### config.mk
export PLATFORM = sky130hd
export DESIGN_NAME = pong_game_ctrl_flat
export DESIGN_NICKNAME = d
export VERILOG_FILES = /design/src/rtl/pong_game_ctrl_if.sv /design/src/rtl/pong_game_ctrl.sv /design/src/flat_wrapper.sv
export SDC_FILE = /design/constraint.sdc
export NUM_CORES = 1
export LEC_CHECK = 0
export BUFFER_PORTS_ARGS = -buffer_cell sky130_fd_sc_hd__buf_2
export CORE_MARGIN = 2
export CORE_UTILIZATION = 48
export CTS_CLUSTER_DIAMETER = 60
export DETAILED_ROUTE_END_ITERATION = 7
export PLACE_DENSITY = 0.66
export SYNTH_ARGS = -nofsm -noshare
export SYNTH_HDL_FRONTEND = slang
export SYNTH_SLANG_ARGS = --single-unit
### constraint.sdc
create_clock -name clk -period 9.07 [get_ports clk]
set_clock_uncertainty 0.15 [all_clocks]
set_input_delay 0 -clock clk [delete_from_list [all_inputs] [get_ports clk]]
set_output_delay 0 -clock clk [all_outputs]
set_load 0.02 [all_outputs]
### src/rtl/pong_game_ctrl_if.sv
// Pong controller port bundle: game events in, timing strobes and score state out.
interface pong_game_ctrl_if;
  logic       key_start;
  logic       hit_bottom;
  logic       hit_top;
  logic       miss_bottom;
  logic       miss_top;
  logic       move_en;
  logic       ball_load;
  logic       serve_down;
  logic [3:0] score1;
  logic [3:0] score2;
  logic [2:0] speed_lvl;
  logic [2:0] state;
  logic       game_over;
  logic       winner;

  modport master (
    output key_start, hit_bottom, hit_top, miss_bottom, miss_top,
    input  move_en, ball_load, serve_down, score1, score2, speed_lvl,
           state, game_over, winner
  );

  modport slave (
    input  key_start, hit_bottom, hit_top, miss_bottom, miss_top,
    output move_en, ball_load, serve_down, score1, score2, speed_lvl,
           state, game_over, winner
  );
endinterface

### src/rtl/pong_game_ctrl.sv
// Pong game sequencer: serve delay, speed-scaled move strobe, scoring, game over.
module pong_game_ctrl #(
  parameter int T_BASE         = 500_000,
  parameter int T_STEP         = 50_000,
  parameter int T_MIN          = 200_000,
  parameter int LVL_MAX        = 6,
  parameter int HITS_PER_LEVEL = 4,
  parameter int SERVE_TICKS    = 100,
  parameter int WIN_SCORE      = 7
) (
  input logic             clk,
  input logic             rst,
  pong_game_ctrl_if.slave bus
);
  typedef enum logic [2:0] {
    IDLE  = 3'd0,
    SERVE = 3'd1,
    PLAY  = 3'd2,
    POINT = 3'd3,
    OVER  = 3'd4
  } st_e;

  localparam int SW = (SERVE_TICKS > 1) ? $clog2(SERVE_TICKS) : 1;
  localparam int HW = (HITS_PER_LEVEL > 1) ? $clog2(HITS_PER_LEVEL) : 1;
  localparam logic [19:0]   TB_LAST  = 20'(T_BASE - 1);
  localparam logic [SW-1:0] SV_LAST  = SW'(SERVE_TICKS - 1);
  localparam logic [HW-1:0] HIT_LAST = HW'(HITS_PER_LEVEL - 1);
  localparam logic [2:0]    LVL_TOP  = 3'(LVL_MAX);
  localparam logic [3:0]    WIN      = 4'(WIN_SCORE);

  st_e           st, st_n;
  logic [19:0]   cnt, cnt_n;
  logic [SW-1:0] scnt, scnt_n;
  logic [HW-1:0] hit, hit_n;
  logic [2:0]    spd, spd_n;
  logic [3:0]    s1, s1_n, s2, s2_n;
  logic          sdown, sdown_n, bl, bl_n, win, win_n;
  logic [31:0]   red;
  logic [19:0]   period;
  logic          move;

  // PLAY period, floored at T_MIN; the subtraction is guarded so it never wraps
  always_comb begin
    red = 32'(spd) * 32'(T_STEP);
    if (32'(T_BASE) > red && (32'(T_BASE) - red) > 32'(T_MIN))
      period = 20'(32'(T_BASE) - red);
    else
      period = 20'(T_MIN);
  end

  // >= rather than == so a shortened period fires at once instead of overrunning
  assign move = (st == PLAY) && (cnt >= period - 20'd1);

  // next-state and datapath updates
  always_comb begin
    st_n = st; cnt_n = cnt; scnt_n = scnt; hit_n = hit; spd_n = spd;
    s1_n = s1; s2_n = s2; sdown_n = sdown; bl_n = 1'b0; win_n = win;
    case (st)
      IDLE, OVER: begin
        cnt_n = '0;
        if (bus.key_start) begin
          s1_n = '0; s2_n = '0; spd_n = '0; hit_n = '0; scnt_n = '0;
          sdown_n = 1'b1; bl_n = 1'b1; st_n = SERVE;
        end
      end
      SERVE: begin
        if (cnt >= TB_LAST) begin
          cnt_n = '0;
          if (scnt == SV_LAST) begin
            scnt_n = '0; st_n = PLAY;
          end else begin
            scnt_n = scnt + SW'(1);
          end
        end else begin
          cnt_n = cnt + 20'd1;
        end
      end
      PLAY: begin
        cnt_n = move ? 20'd0 : cnt + 20'd1;
        if (bus.miss_bottom || bus.miss_top) begin
          st_n = POINT; cnt_n = '0;
          if (bus.miss_bottom && !bus.miss_top) begin
            s2_n = s2 + 4'd1; sdown_n = 1'b1;
          end else if (bus.miss_top && !bus.miss_bottom) begin
            s1_n = s1 + 4'd1; sdown_n = 1'b0;
          end
        end else if (bus.hit_bottom || bus.hit_top) begin
          if (hit == HIT_LAST) begin
            hit_n = '0;
            if (spd < LVL_TOP) spd_n = spd + 3'd1;
          end else begin
            hit_n = hit + HW'(1);
          end
        end
      end
      POINT: begin
        cnt_n = '0;
        if (s1 == WIN || s2 == WIN) begin
          st_n = OVER; win_n = (s2 == WIN);
        end else begin
          st_n = SERVE; spd_n = '0; hit_n = '0; scnt_n = '0; bl_n = 1'b1;
        end
      end
      default: begin
        st_n = IDLE; cnt_n = '0;
      end
    endcase
  end

  // state and datapath registers
  always_ff @(posedge clk) begin
    if (rst) begin
      st <= IDLE; cnt <= '0; scnt <= '0; hit <= '0; spd <= '0;
      s1 <= '0; s2 <= '0; sdown <= 1'b1; bl <= 1'b0; win <= 1'b0;
    end else begin
      st <= st_n; cnt <= cnt_n; scnt <= scnt_n; hit <= hit_n; spd <= spd_n;
      s1 <= s1_n; s2 <= s2_n; sdown <= sdown_n; bl <= bl_n; win <= win_n;
    end
  end

  assign bus.move_en    = move;
  assign bus.ball_load  = bl;
  assign bus.serve_down = sdown;
  assign bus.score1     = s1;
  assign bus.score2     = s2;
  assign bus.speed_lvl  = spd;
  assign bus.state      = st;
  assign bus.game_over  = (st == OVER);
  assign bus.winner     = win;
endmodule

### src/flat_wrapper.sv
// flat-port wrapper written by rule: the top's interface ports become plain ports
module pong_game_ctrl_flat 
#(
  parameter int T_BASE         = 500_000,
  parameter int T_STEP         = 50_000,
  parameter int T_MIN          = 200_000,
  parameter int LVL_MAX        = 6,
  parameter int HITS_PER_LEVEL = 4,
  parameter int SERVE_TICKS    = 100,
  parameter int WIN_SCORE      = 7
)
  (clk, rst, bus_key_start, bus_hit_bottom, bus_hit_top, bus_miss_bottom, bus_miss_top, bus_move_en, bus_ball_load, bus_serve_down, bus_score1, bus_score2, bus_speed_lvl, bus_state, bus_game_over, bus_winner);
  pong_game_ctrl_if bus_i ();
  input logic clk;
  input logic rst;
  input wire logic [$bits(bus_i.key_start)-1:0] bus_key_start;
  input wire logic [$bits(bus_i.hit_bottom)-1:0] bus_hit_bottom;
  input wire logic [$bits(bus_i.hit_top)-1:0] bus_hit_top;
  input wire logic [$bits(bus_i.miss_bottom)-1:0] bus_miss_bottom;
  input wire logic [$bits(bus_i.miss_top)-1:0] bus_miss_top;
  output wire logic [$bits(bus_i.move_en)-1:0] bus_move_en;
  output wire logic [$bits(bus_i.ball_load)-1:0] bus_ball_load;
  output wire logic [$bits(bus_i.serve_down)-1:0] bus_serve_down;
  output wire logic [$bits(bus_i.score1)-1:0] bus_score1;
  output wire logic [$bits(bus_i.score2)-1:0] bus_score2;
  output wire logic [$bits(bus_i.speed_lvl)-1:0] bus_speed_lvl;
  output wire logic [$bits(bus_i.state)-1:0] bus_state;
  output wire logic [$bits(bus_i.game_over)-1:0] bus_game_over;
  output wire logic [$bits(bus_i.winner)-1:0] bus_winner;
  assign bus_i.key_start = bus_key_start;
  assign bus_i.hit_bottom = bus_hit_bottom;
  assign bus_i.hit_top = bus_hit_top;
  assign bus_i.miss_bottom = bus_miss_bottom;
  assign bus_i.miss_top = bus_miss_top;
  assign bus_move_en = bus_i.move_en;
  assign bus_ball_load = bus_i.ball_load;
  assign bus_serve_down = bus_i.serve_down;
  assign bus_score1 = bus_i.score1;
  assign bus_score2 = bus_i.score2;
  assign bus_speed_lvl = bus_i.speed_lvl;
  assign bus_state = bus_i.state;
  assign bus_game_over = bus_i.game_over;
  assign bus_winner = bus_i.winner;
  pong_game_ctrl #(.T_BASE(T_BASE), .T_STEP(T_STEP), .T_MIN(T_MIN), .LVL_MAX(LVL_MAX), .HITS_PER_LEVEL(HITS_PER_LEVEL), .SERVE_TICKS(SERVE_TICKS), .WIN_SCORE(WIN_SCORE)) u_core (.clk(clk), .rst(rst), .bus(bus_i));
endmodule
* Word level (Yosys, flattened, before mapping)
Index checks and enable logic that the tools add are counted.
** Word-level totals
- Bits in registers :: 46
- Output and inout port bits :: 19
- Input bits :: 7
** Cells by class
- Multipliers :: 1
- Eq/ne operators :: 21
- Muxes and demuxes :: 45
- Magnitude comparators :: 5
- Add/sub/neg operators :: 8
- Reductions and logical operators :: 22
** Operator list (count)
- 20-bit two-way mux :: 4
- 20-bit case mux with 2 select lines :: 1
- 3-bit two-way mux :: 11
- 32-bit by 18-bit greater-than comparator with 1-bit output (second input constant) :: 1
- 7-bit two-way mux :: 4
- 4-bit two-way mux :: 6
- 7-bit case mux with 3 select lines :: 1
- 20-bit by 1-bit adder with 20-bit output (second input constant) :: 1
- 20-bit by 19-bit >= comparator with 1-bit output (second input constant) :: 1
- 20-bit >= comparator :: 1
- 2-bit inequality test (second input constant) :: 10
- 19-bit by 19-bit subtractor with 20-bit output (first input constant) :: 1
- 20-bit by 1-bit subtractor with 20-bit output (second input constant) :: 1
- 19-bit greater-than comparator (first input constant) :: 1
- 4-bit case mux with 2 select lines :: 2
- 4-bit AND reduction :: 4
- 3-bit by 12-bit multiplier with 15-bit output (second input constant) :: 1
- 3-bit case mux with 4 select lines :: 1
- 2-bit two-way mux :: 5
- 5-bit AND reduction :: 2
- 3-bit case mux with 3 select lines :: 1
- 4-bit by 1-bit adder with 4-bit output (second input constant) :: 2
- 4-bit by 3-bit == test with 1-bit output (second input constant) :: 2
- 7-bit by 1-bit adder with 7-bit output (second input constant) :: 1
- other kinds (22) :: 37

* Longest topological paths before layout
Gate-level depths: netlist of run 1.
- Depth after elaboration :: 11
- Depth in mapped cells :: 23
- Depth with buffers taken out :: 20

* Worst setup path after synthesis of run 1
OpenSTA, ideal clock, no wires.
- Kind :: flip-flop to flip-flop
- Start point :: register u_core.spd[1] (netlist: u_core.bus.speed_lvl[1])
- End point :: register u_core.cnt[1]
- Slack :: 3.993 ns
- Clock period less this slack :: 5.077 ns
- Arrival time :: 4.861 ns
- Stages on the path, launching flop included :: 23
- Cells stage by stage :: dfxtp_1 > buf_4 > inv_1 > ha_1 > inv_1 > ha_1 > ha_1 > nor2_1 > o21ai_1 > or4b_1 > a21oi_1 > o32ai_2 > buf_6 > o21ai_0 > ha_1 > a21o_1 > a21oi_1 > o221ai_1 > a2111oi_0 > o21ai_0 > o22a_1 > clkbuf_1 > nor2b_1
** Between the ends
- Cells in the longest elaborated chain, start to end :: 11
** Ends and longest elaborated chain
- start: declaration :: RTL line pong_game_ctrl.sv:35 : logic [2:0] spd, spd_n;
- start signal: assignment :: RTL line pong_game_ctrl.sv:116 : st <= st_n; cnt <= cnt_n; scnt <= scnt_n; hit <= hit_n; spd <= spd_n;
- 3-bit by 12-bit multiplier with 15-bit output (*) :: RTL line pong_game_ctrl.sv:44 : red = 32'(spd) * 32'(T_STEP);
- 19-bit by 19-bit subtractor with 20-bit output :: RTL line pong_game_ctrl.sv:45, pong_game_ctrl.sv:46
- 32-bit by 18-bit greater-than comparator with 1-bit output :: RTL line pong_game_ctrl.sv:45 : if (32'(T_BASE) > red && (32'(T_BASE) - red) > 32'(T_MIN))
- 1-bit logical AND :: RTL line pong_game_ctrl.sv:45
- 20-bit two-way mux (*) :: RTL line pong_game_ctrl.sv:45
- 20-bit by 1-bit subtractor with 20-bit output (*) :: RTL line pong_game_ctrl.sv:52 : assign move = (st == PLAY) && (cnt >= period - 20'd1);
- 20-bit >= comparator (*) :: RTL line pong_game_ctrl.sv:52
- 1-bit logical AND (*) :: RTL line pong_game_ctrl.sv:52
- 20-bit two-way mux (*) :: RTL line pong_game_ctrl.sv:79 : cnt_n = move ? 20'd0 : cnt + 20'd1;
- 20-bit two-way mux (*) :: RTL line pong_game_ctrl.sv:80 : if (bus.miss_bottom || bus.miss_top) begin
- 20-bit case mux with 2 select lines (*) :: RTL line pong_game_ctrl.sv:58 : case (st)
- end signal: assignment :: RTL line pong_game_ctrl.sv:116
- end: declaration :: RTL line pong_game_ctrl.sv:32 : logic [19:0] cnt, cnt_n;
Mark *: on every way between the ends. The rest lies on a longest branch, timed or not.
A chain may end at the register's enable or synchronous reset.

* Worst setup path after layout of run 1
- Start point :: register u_core.spd[1] (netlist: u_core.bus.speed_lvl[1])
- End point :: register u_core.cnt[3]
The elaborated chain is that of the path after synthesis.

==> metrics, run 1 <==
status=finished, final reports clean; grt met1 use=0.274; ratio of cells with drive above 1 in the final layout=0.107; final hold vios=0; syn nets=483; H-Tree Depth=2; All-Layer GR Usage=0.191; Ys Warns=0; Yosys top cell by area=dfxtp_1; worst slew pin tran=697 ps; first-pass GRT wire length=13300 µm; max-cap violation count=0; Synth cell types=65; Detailed Routing Iterations Pass 1=4; pwr/cell area=124 nW/µm²; TritonCTS clock tree=done; Synth Flop Type=dfxtp_1; Slew Limit Headroom=0.535; number of synthesized register bits=46; Die H=90.8 µm; minimum clock period=5960 ps; routed vias/inst=5.53; Core Rows=31; Pins Over Slew Limit=0; # Post-CTS Setup Buffers=0; most frequent cell on the critical path=ha_1; ANT cells=0; met3 Use GR=0.0259; worst path cell trace=inv_1 -> ha_1 -> inv_1 -> ha_1 -> ha_1 -> nand4b_1 -> xnor2_1 -> o31ai_1 -> a211o_1 -> o32ai_2 -> o21ai_0 -> ha_1 -> a21o_1 -> a21oi_1 -> o221ai_1 -> a2111oi_0 -> o21ai_0 -> o22a_1 -> nor2_1; met2 Use GR=0.303; design area=3880 µm²; DIE AREA=8240 µm²; drt wl/cell=13.8 µm; initial antenna violation count=0; vias in the first global route=2812; area grow syn2layout=7.31%; mapped cell area=3610 µm²; final core utilization=0.534; asr flop ratio synth=0; via count=3084; grt ovf=0; Root Driver=clkbuf_8; Starting Density=0.498; # resized after CTS=0; Placer Congestion=0.916; Num CTS Buffers=5; Slowest-stage cell, CP=dfxtp_1; Avg Cell Area, Syn=8.25 µm²; Required @ worst endpoint=9150 ps; CP Max Fanout=20; post-place instance area=3780 µm²; Routed WL=7730 µm; fin nets=503; endpoints failing setup=0; core footprint=7250 µm²; worst skew pair latency=300 ps; crit share post-route=0.657; Top Usage Layer GRT=met2; FILL cells=729; Final Total Pwr=0.479 mW; critical path endpoint category=register; setup_tns=0 ps; Synth area leaders=dfxtp_1 25%, ha_1 13%, xor2_1 6.1%, nor2_1 5.8%, xnor2_1 4.6%; sequential fraction of the synthesis area=0.255; Worst VDD drop=0.0000624 V; I/O Pins=26; clock-pin slew on the worst setup and hold paths=100 ps; # DRC=0; DRT iter0 DRCs=259; number of port buffers=25; Die Wd=90.8 µm; Post-Syn Instances=438; Num Clock Sinks=46; Max Buffers Root-to-Sink=2; HPWL after DPL=5820 µm; P_leak=1.65 nW; Crit Path Class=register to register; top-area cell type share of the netlist area=0.255; Hold WS=49.7 ps; hold crit path type=primary input to register; Post-synth EDFFs=0; Max Clk Rate=0.168 GHz; pin count of the biggest net entering global routing=21; Worst EP arrival=6040 ps; DRT antenna net count=0; RSZ-0062 raised after global routing=false; Largest stage delay, worst path=770 ps; Setup crit start kind=register
-- cell usage in the layout, fill, tap and decap left out, drive strengths merged, types with 5 or more instances in the layout --
cell type and count:
a21o 8, a21oi 18, and2 8, and3 6, and4 6, buf 25, clkbuf 5, dfxtp 46
ha 38, inv 20, mux2i 5, nand2 29, nand2b 6, nand3 17, nand4 9, nor2 56
nor2b 6, nor3 11, nor4 6, o21ai 19, or2 5, xnor2 22, xor2 26
-- kinds of logic (layout without fill, tap and decap cells) --
group,Yosys count,count (layout),share of synthesized area
compound gates,85,85,0.162
xor+xnor,48,48,0.128
fa+ha+maj,38,38,0.132
buf+inv,32,53,0.0426
flops,46,46,0.255
mux,6,6,0.0170
simple gates,183,183,0.264
-- Yosys cell counts (9+ instances only) --
master	n
nor2_1	56
dfxtp_1	46
ha_1	38
nand2_1	29
xor2_1	25
inv_1	19
xnor2_1	19
a21oi_1	18
nand3_1	17
o21ai_0	16
nand4_1	9
nor3_1	9
-- per-stage QoR --
step / instances / setup slack (ps)
2_1_floorplan: 438 / 3990
3_3_place_gp: 549 / 3280
3_5_place_dp: 549 / 3140
4_1_cts: 558 / 3120
5_1_grt: 558 / 2410
6_report: 558 / 3110
-- layer usage --
metal,routed length (µm),part of all wire,vias up
met1,3970,0.51,1402
met4,93,0.012,0
met5,0,0,-
li1,-,-,1610
met2,3430,0.44,61
met3,227,0.029,11
-- path summary, 6_finish.rpt --
| check | startpoint | to | slack, ps | cells after the start |
|---|---|---|---|---|
| max | u_core.bus.speed_lvl[1] | u_core.cnt[3] | 3110 | 19 |
| min | bus_miss_bottom | u_core.bus.score2[1] | 50 | 5 |
| max reg2reg | u_core.bus.speed_lvl[1] | u_core.cnt[3] | 3110 | 19 |
| min reg2reg | u_core.cnt[0] | u_core.cnt[0] | 310 | 1 |
-- flip-flops by register name (all words and copies together), names as in the netlist --
name / cells
u_core.bus.score1: 4
u_core.bus.serve_down: 1
u_core.bus.state: 3
u_core.bus.ball_load: 1
u_core.bus.score2: 4
u_core.bus.speed_lvl: 3
u_core.cnt: 20
u_core.bus.winner: 1
u_core.hit: 2
u_core.scnt: 7
-- power breakdown --
part	leakage [nW]	switching, mW	internal (mW)
combinational	1.23	0.0826	0.0540
sequential	0.372	0.00913	0.208
clock	0.0483	0.0709	0.0544
-- what timing repair did --
item | CTS | global route
endpoints found under the setup margin | 0 | 0
endpoints found under the hold margin | 9 | 0
hold buffers | 1 | 0
-- final cells by class --
| class | instances | area, µm² | share of cell area |
|---|---|---|---|
| Tap cell | 99 | 124 | 0.0320 |
| Sequential cell | 46 | 921 | 0.238 |
| Clock inverter | 3 | 18.8 | 0.00484 |
| Timing Repair Buffer | 26 | 135 | 0.0349 |
| Clock buffer | 5 | 68.8 | 0.0178 |
| Inverter | 19 | 71.3 | 0.0184 |
| Multi-Input combinational cell | 360 | 2540 | 0.655 |
-- critical path, delay by kind of cell (launching register included) --
kind | cells | cell delay (ps)
buf+inv | 2 | 340
compound gates | 10 | 2720
simple gates | 2 | 320
xor+xnor | 1 | 290
flops | 1 | 770
fa+ha+maj | 4 | 1300
No activity file was read; power rests on OpenSTA's default activity.
==> inputs of run 2 (changes only) <==
==> constraint.sdc (replaced) <==
create_clock -name clk -period 6.1 [get_ports clk]
set_clock_uncertainty 0.15 [all_clocks]
set_input_delay 0 -clock clk [delete_from_list [all_inputs] [get_ports clk]]
set_output_delay 0 -clock clk [all_outputs]
set_load 0.02 [all_outputs]
==> metrics, run 2 (synthesis results as in run 1) <==
status=finished, final reports clean; hold crit path type=primary input to register; minimum clock period=5520 ps (-439 ps); endpoints failing setup=0 (unchanged); Root Driver=clkbuf_8; CP Max Fanout=20 (unchanged); grt ovf=0 (unchanged); top sig layer=met4; drt wl/cell=14.1 µm (+1.7%); Setup crit start kind=register; I/O Pins=26 (unchanged); Die Wd=90.8 µm (unchanged); final hold vios=0 (unchanged); Worst EP arrival=5590 ps (-450 ps); # DRC=0 (unchanged); Num Clock Sinks=46 (unchanged); Slew Limit Headroom=0.486 (-0.0493); FILL cells=706 (-3.2%); clock-pin slew on the worst setup and hold paths=80 ps (-20 ps); Die H=90.8 µm (unchanged); critical path endpoint category=register; Placer Congestion=0.875 (-4.5%); initial antenna violation count=0 (unchanged); Crit Path Class=register to register; met2 WL=3450 µm (+0.38%); max-cap violation count=0 (unchanged); most common cell after layout, fill and taps aside=nor2_1; ratio of cells with drive above 1 in the final layout=0.111 (+0.00388); via count=3150 (+2.1%); Detailed Routing Iterations Pass 1=4 (unchanged); design area=3900 µm² (+0.68%); Met1 Wirelength=3840 µm (-3.4%); H-Tree Depth=2 (unchanged); number of port buffers=25 (unchanged); post-place instance area=3790 µm² (+0.40%); Starting Density=0.498 (unchanged); DIE AREA=8240 µm² (unchanged); worst skew pair latency=290 ps (about the same); DRT antenna net count=0 (unchanged); worst slew pin tran=760 ps (+63.2 ps); HPWL after DPL=5990 µm (+2.9%); crit share post-route=0.905 (+0.248); Worst VDD drop=0.000147 V (+140%); most frequent cells in the layout=56 x nor2_1, 46 x dfxtp_1, 38 x ha_1, 29 x nand2_1; Routed WL=7890 µm (+2.1%); P_leak=1.66 nW (+0.81%); pin count of the biggest net entering global routing=21 (unchanged); final core utilization=0.538 (+0.00362); Reg area=921 µm² (unchanged); # Post-CTS Setup Buffers=0 (unchanged); All-Layer GR Usage=0.197 (+0.00623); TritonCTS clock tree=done; fin nets=505 (+0.40%); first-pass GRT wire length=13700 µm (+2.8%); core footprint=7250 µm² (unchanged); DRT iter0 DRCs=210 (-19%); Largest regs=u_core.cnt: 20 flops, u_core.scnt: 7 flops; Num CTS Buffers=5 (unchanged); WL met3=272 µm (+20%); pwr/cell area=183 nW/µm² (+48%); RSZ-0062 raised after global routing=false; ANT cells=0 (unchanged); Required @ worst endpoint=6170 ps (-2980 ps); routed vias/inst=5.63 (+1.8%); largest reg by FF count=u_core.cnt; Max Buffers Root-to-Sink=2 (unchanged); setup_tns=0 ps (unchanged); number of flip-flops in the largest register=20 (unchanged); Pins Over Slew Limit=0 (unchanged); area of the multi-input gates=2550 µm² (+0.44%); area grow syn2layout=8.04%; Core Rows=31 (unchanged); Max Clk Rate=0.181 GHz (+7.9%); vias in the first global route=2950 (+4.9%)
-- run 2: changes by cell type in the layout (fill, tap and decap cells not counted) --
cell / delta
o32ai_4: +1
buf_4: +2
o32ai_2: -1
-- run 2: final timing paths --
kind,slack [ps],depth (start not counted),end,from
setup / recovery,580,16,u_core.cnt[17],u_core.bus.speed_lvl[2]
hold / removal,50,5,u_core.bus.score2[1],bus_miss_bottom
hold reg to reg,320,1,u_core.cnt[0],u_core.cnt[0]
setup reg to reg,580,16,u_core.cnt[17],u_core.bus.speed_lvl[2]
-- run 2: per-layer routing --
metal  track usage  up-vias
met2         0.315       63
met4        0.0923        0
met1         0.262     1458
met3        0.0301       20
met5             0        -
li1              -     1609
-- run 2: critical path, stage by stage (launching register included) --
cell	delay, ps
dfxtp_1	540
ha_1	470
ha_1	410
inv_1	110
a311o_1	370
nand4b_1	240
or4b_1	460
a21oi_1	250
o32ai_4	190
and2_1	250
ha_1	290
a41o_1	290
a21o_1	220
a2111oi_0	390
o21ai_0	180
o22a_1	450
nor2_1	180
-- run 2: cell type report --
class	count	share of cell area
tap	99	0.0317
clock buffer	5	0.0176
timing repair buffer	28	0.0385
sequential	46	0.236
inverter	19	0.0183
multi-input combinational	360	0.653
clock inverter	3	0.00481
-- run 2: repair_timing --
| item | CTS | global route |
|---|---|---|
| endpoints found under the setup margin | 0 | 20 |
| endpoints found under the hold margin | 9 | 0 |
| resized for setup | 0 | 1 |
| hold buffers | 1 | 0 |
-- run 2: power breakdown --
group	internal, mW	switching, mW	total, mW
combinational	0.0820	0.128	0.210
sequential	0.309	0.0125	0.321
clock	0.0807	0.102	0.182
total	0.471	0.242	0.714
-- run 2: metrics by stage --
stage / cells / hold WS [ps] / total power, mW / worst slack, ps
floorplan: 438 / 11.6 / 0.489 / 1020
global placement: 551 / 196 / 0.530 / 667
detailed placement: 551 / 196 / 0.532 / 555
CTS: 560 / 38.1 / 0.721 / 496
global route: 560 / 88.7 / 0.761 / 130
finish: 560 / 51.7 / 0.714 / 577
==> inputs of run 3 (changes only) <==
--- a/config.mk
+++ b/config.mk
@@ -10,7 +10,7 @@
 export CORE_UTILIZATION = 48
 export CTS_CLUSTER_DIAMETER = 60
 export DETAILED_ROUTE_END_ITERATION = 7
-export PLACE_DENSITY = 0.66
+export PLACE_DENSITY = 0.68
 export SYNTH_ARGS = -nofsm -noshare
 export SYNTH_HDL_FRONTEND = slang
 export SYNTH_SLANG_ARGS = --single-unit
==> constraint.sdc (replaced) <==
create_clock -name clk -period 4.65 [get_ports clk]
set_clock_uncertainty 0.15 [all_clocks]
set_input_delay 0.6975 -clock clk [delete_from_list [all_inputs] [get_ports clk]]
set_output_delay 0.6975 -clock clk [all_outputs]
set_load 0.02 [all_outputs]
==> metrics, run 3 (synthesis results as in run 1) <==
area of the multi-input gates=2750 µm² (+7.8%); initial antenna violation count=0 (unchanged); DIE AREA=8240 µm² (unchanged); Setup WS post-layout=-467 ps (-1040 ps); worst slew pin tran=677 ps (-83.1 ps); most frequent cells in the layout=55 x nor2_1, 55 x buf_4, 43 x dfxtp_1, 31 x ha_1, 29 x nand2_1; Max Clk Rate=0.195 GHz; grt ovf=0 (unchanged); Starting Density=0.498 (unchanged); Pins Over Slew Limit=0 (unchanged); TritonCTS clock tree=done; first-pass GRT wire length=15100 µm (+11%); Setup crit start kind=register; Reg area=930 µm² (+0.95%); crit share post-route=1.10; ratio of cells with drive above 1 in the final layout=0.262 (+0.151); routed vias/inst=5.49 (-2.3%); hold crit path type=register to register; Num CTS Buffers=5 (unchanged); Required @ worst endpoint=3800 ps (-2370 ps); final hold vios=0 (unchanged); DRT iter0 DRCs=170 (-19%); FILL cells=631 (-11%); pwr/cell area=221 nW/µm² (+21%); Num Clock Sinks=46 (unchanged); status=complete, but fails checks; RSZ-0062 raised after global routing=true; Crit Path Class=register to output pin; minimum clock period=5120 ps; HPWL after DPL=6780 µm (+13%); failing checks=negative setup slack; # DRC=0 (unchanged); area grow syn2layout=27.6%; DRT antenna net count=0 (unchanged); P_leak=1.98 nW (+19%); Final Total Pwr=1.02 mW (+43%); Slew Limit Headroom=0.543 (+0.0568); setup_tns=-467 ps (-467 ps); CP Max Fanout=7 (-65%); Detailed Routing Iterations Pass 1=4 (unchanged); Worst EP arrival=4270 ps (-1320 ps); number of flip-flops in the largest register=20 (unchanged); Die Wd=90.8 µm (unchanged); Worst VDD drop=0.000154 V (+5.0%); clock-pin slew on the worst setup and hold paths=100 ps (+20 ps); Placer Congestion=0.874 (about the same); worst skew pair latency=300 ps (about the same); vias in the first global route=3288 (+11%); via count=3395 (+7.8%); I/O Pins=26 (unchanged); Die H=90.8 µm (unchanged); H-Tree Depth=2 (unchanged); number of port buffers=25 (unchanged); Core Rows=31 (unchanged); Largest regs=u_core.cnt: 20 flops, u_core.scnt: 7 flops; critical path endpoint category=output pin; pin count of the biggest net entering global routing=21 (unchanged); drt wl/cell=14.1 µm (about the same); All-Layer GR Usage=0.220 (+0.0224); core footprint=7250 µm² (unchanged); max-cap violation count=0 (unchanged); Max Buffers Root-to-Sink=2 (unchanged); Root Driver=clkbuf_8; Hold WS=328 ps (+276 ps); endpoints failing setup=1 (+1); ANT cells=0 (unchanged); Routed WL=8700 µm (+10%); largest reg by FF count=u_core.cnt; fin nets=563 (+11%)
-- run 3: final timing paths --
path | endpoint | cells after the start | slack [ps] | from
max | bus_move_en | 18 | -470 | u_core.bus.speed_lvl[2]
min reg2reg | u_core.cnt[0] | 1 | 330 | u_core.cnt[0]
max reg2reg | u_core.cnt[13] | 19 | 270 | u_core.bus.speed_lvl[2]
min | u_core.cnt[0] | 1 | 330 | u_core.cnt[0]
-- run 3: worst max-delay path, cell delays in order, from the launching register on --
cell and delay, ps:
dfxtp_4 370, buf_12 120, ha_4 240, buf_6 130
xor2_4 180, buf_12 140, o31ai_4 280, xor2_2 130
or4b_4 510, a21oi_4 180, o32ai_4 140, and2_1 190
ha_1 270, a41o_1 180, a21o_1 180, a2111oi_4 320
o21ai_2 130, and2_4 170, buf_6 120
-- run 3: area by class of cell --
type / instances / share of cell area
flip-flops and latches: 46 / 0.202
clock buffers: 5 / 0.0149
multi-input cells: 360 / 0.596
clock inverters: 3 / 0.00407
well taps: 99 / 0.0269
repair buffers: 86 / 0.140
inverters: 19 / 0.0163
-- run 3: report_power, final --
group	leakage [nW]	internal, mW	switching [mW]
clock	0.0483	0.106	0.141
sequential	0.374	0.404	0.0143
combinational	1.56	0.166	0.189
-- run 3: timing repair --
item / CTS / global route
endpoints found under the setup margin: 21 / 1
buffers inserted: 3 / 0
hold buffers: 0 / 0
pin swaps: 12 / 0
gates resized for setup: 27 / 1
-- run 3: per-layer routing --
layer	GRT usage	part of all wire
met5	0	0
met4	0.0667	0.013
met3	0.0301	0.037
met2	0.389	0.49
met1	0.276	0.46
-- run 3: stage by stage --
step                      instances  instance area, µm²  utilization  setup slack, ps
after floorplan                 438                3710            -             -290
after global placement          607                4340        0.598             -321
after detailed placement        607                4340        0.598             -530
after CTS                       618                4610        0.635             -468
after global routing            618                4610        0.636             -714
final                           618                4610        0.636             -467
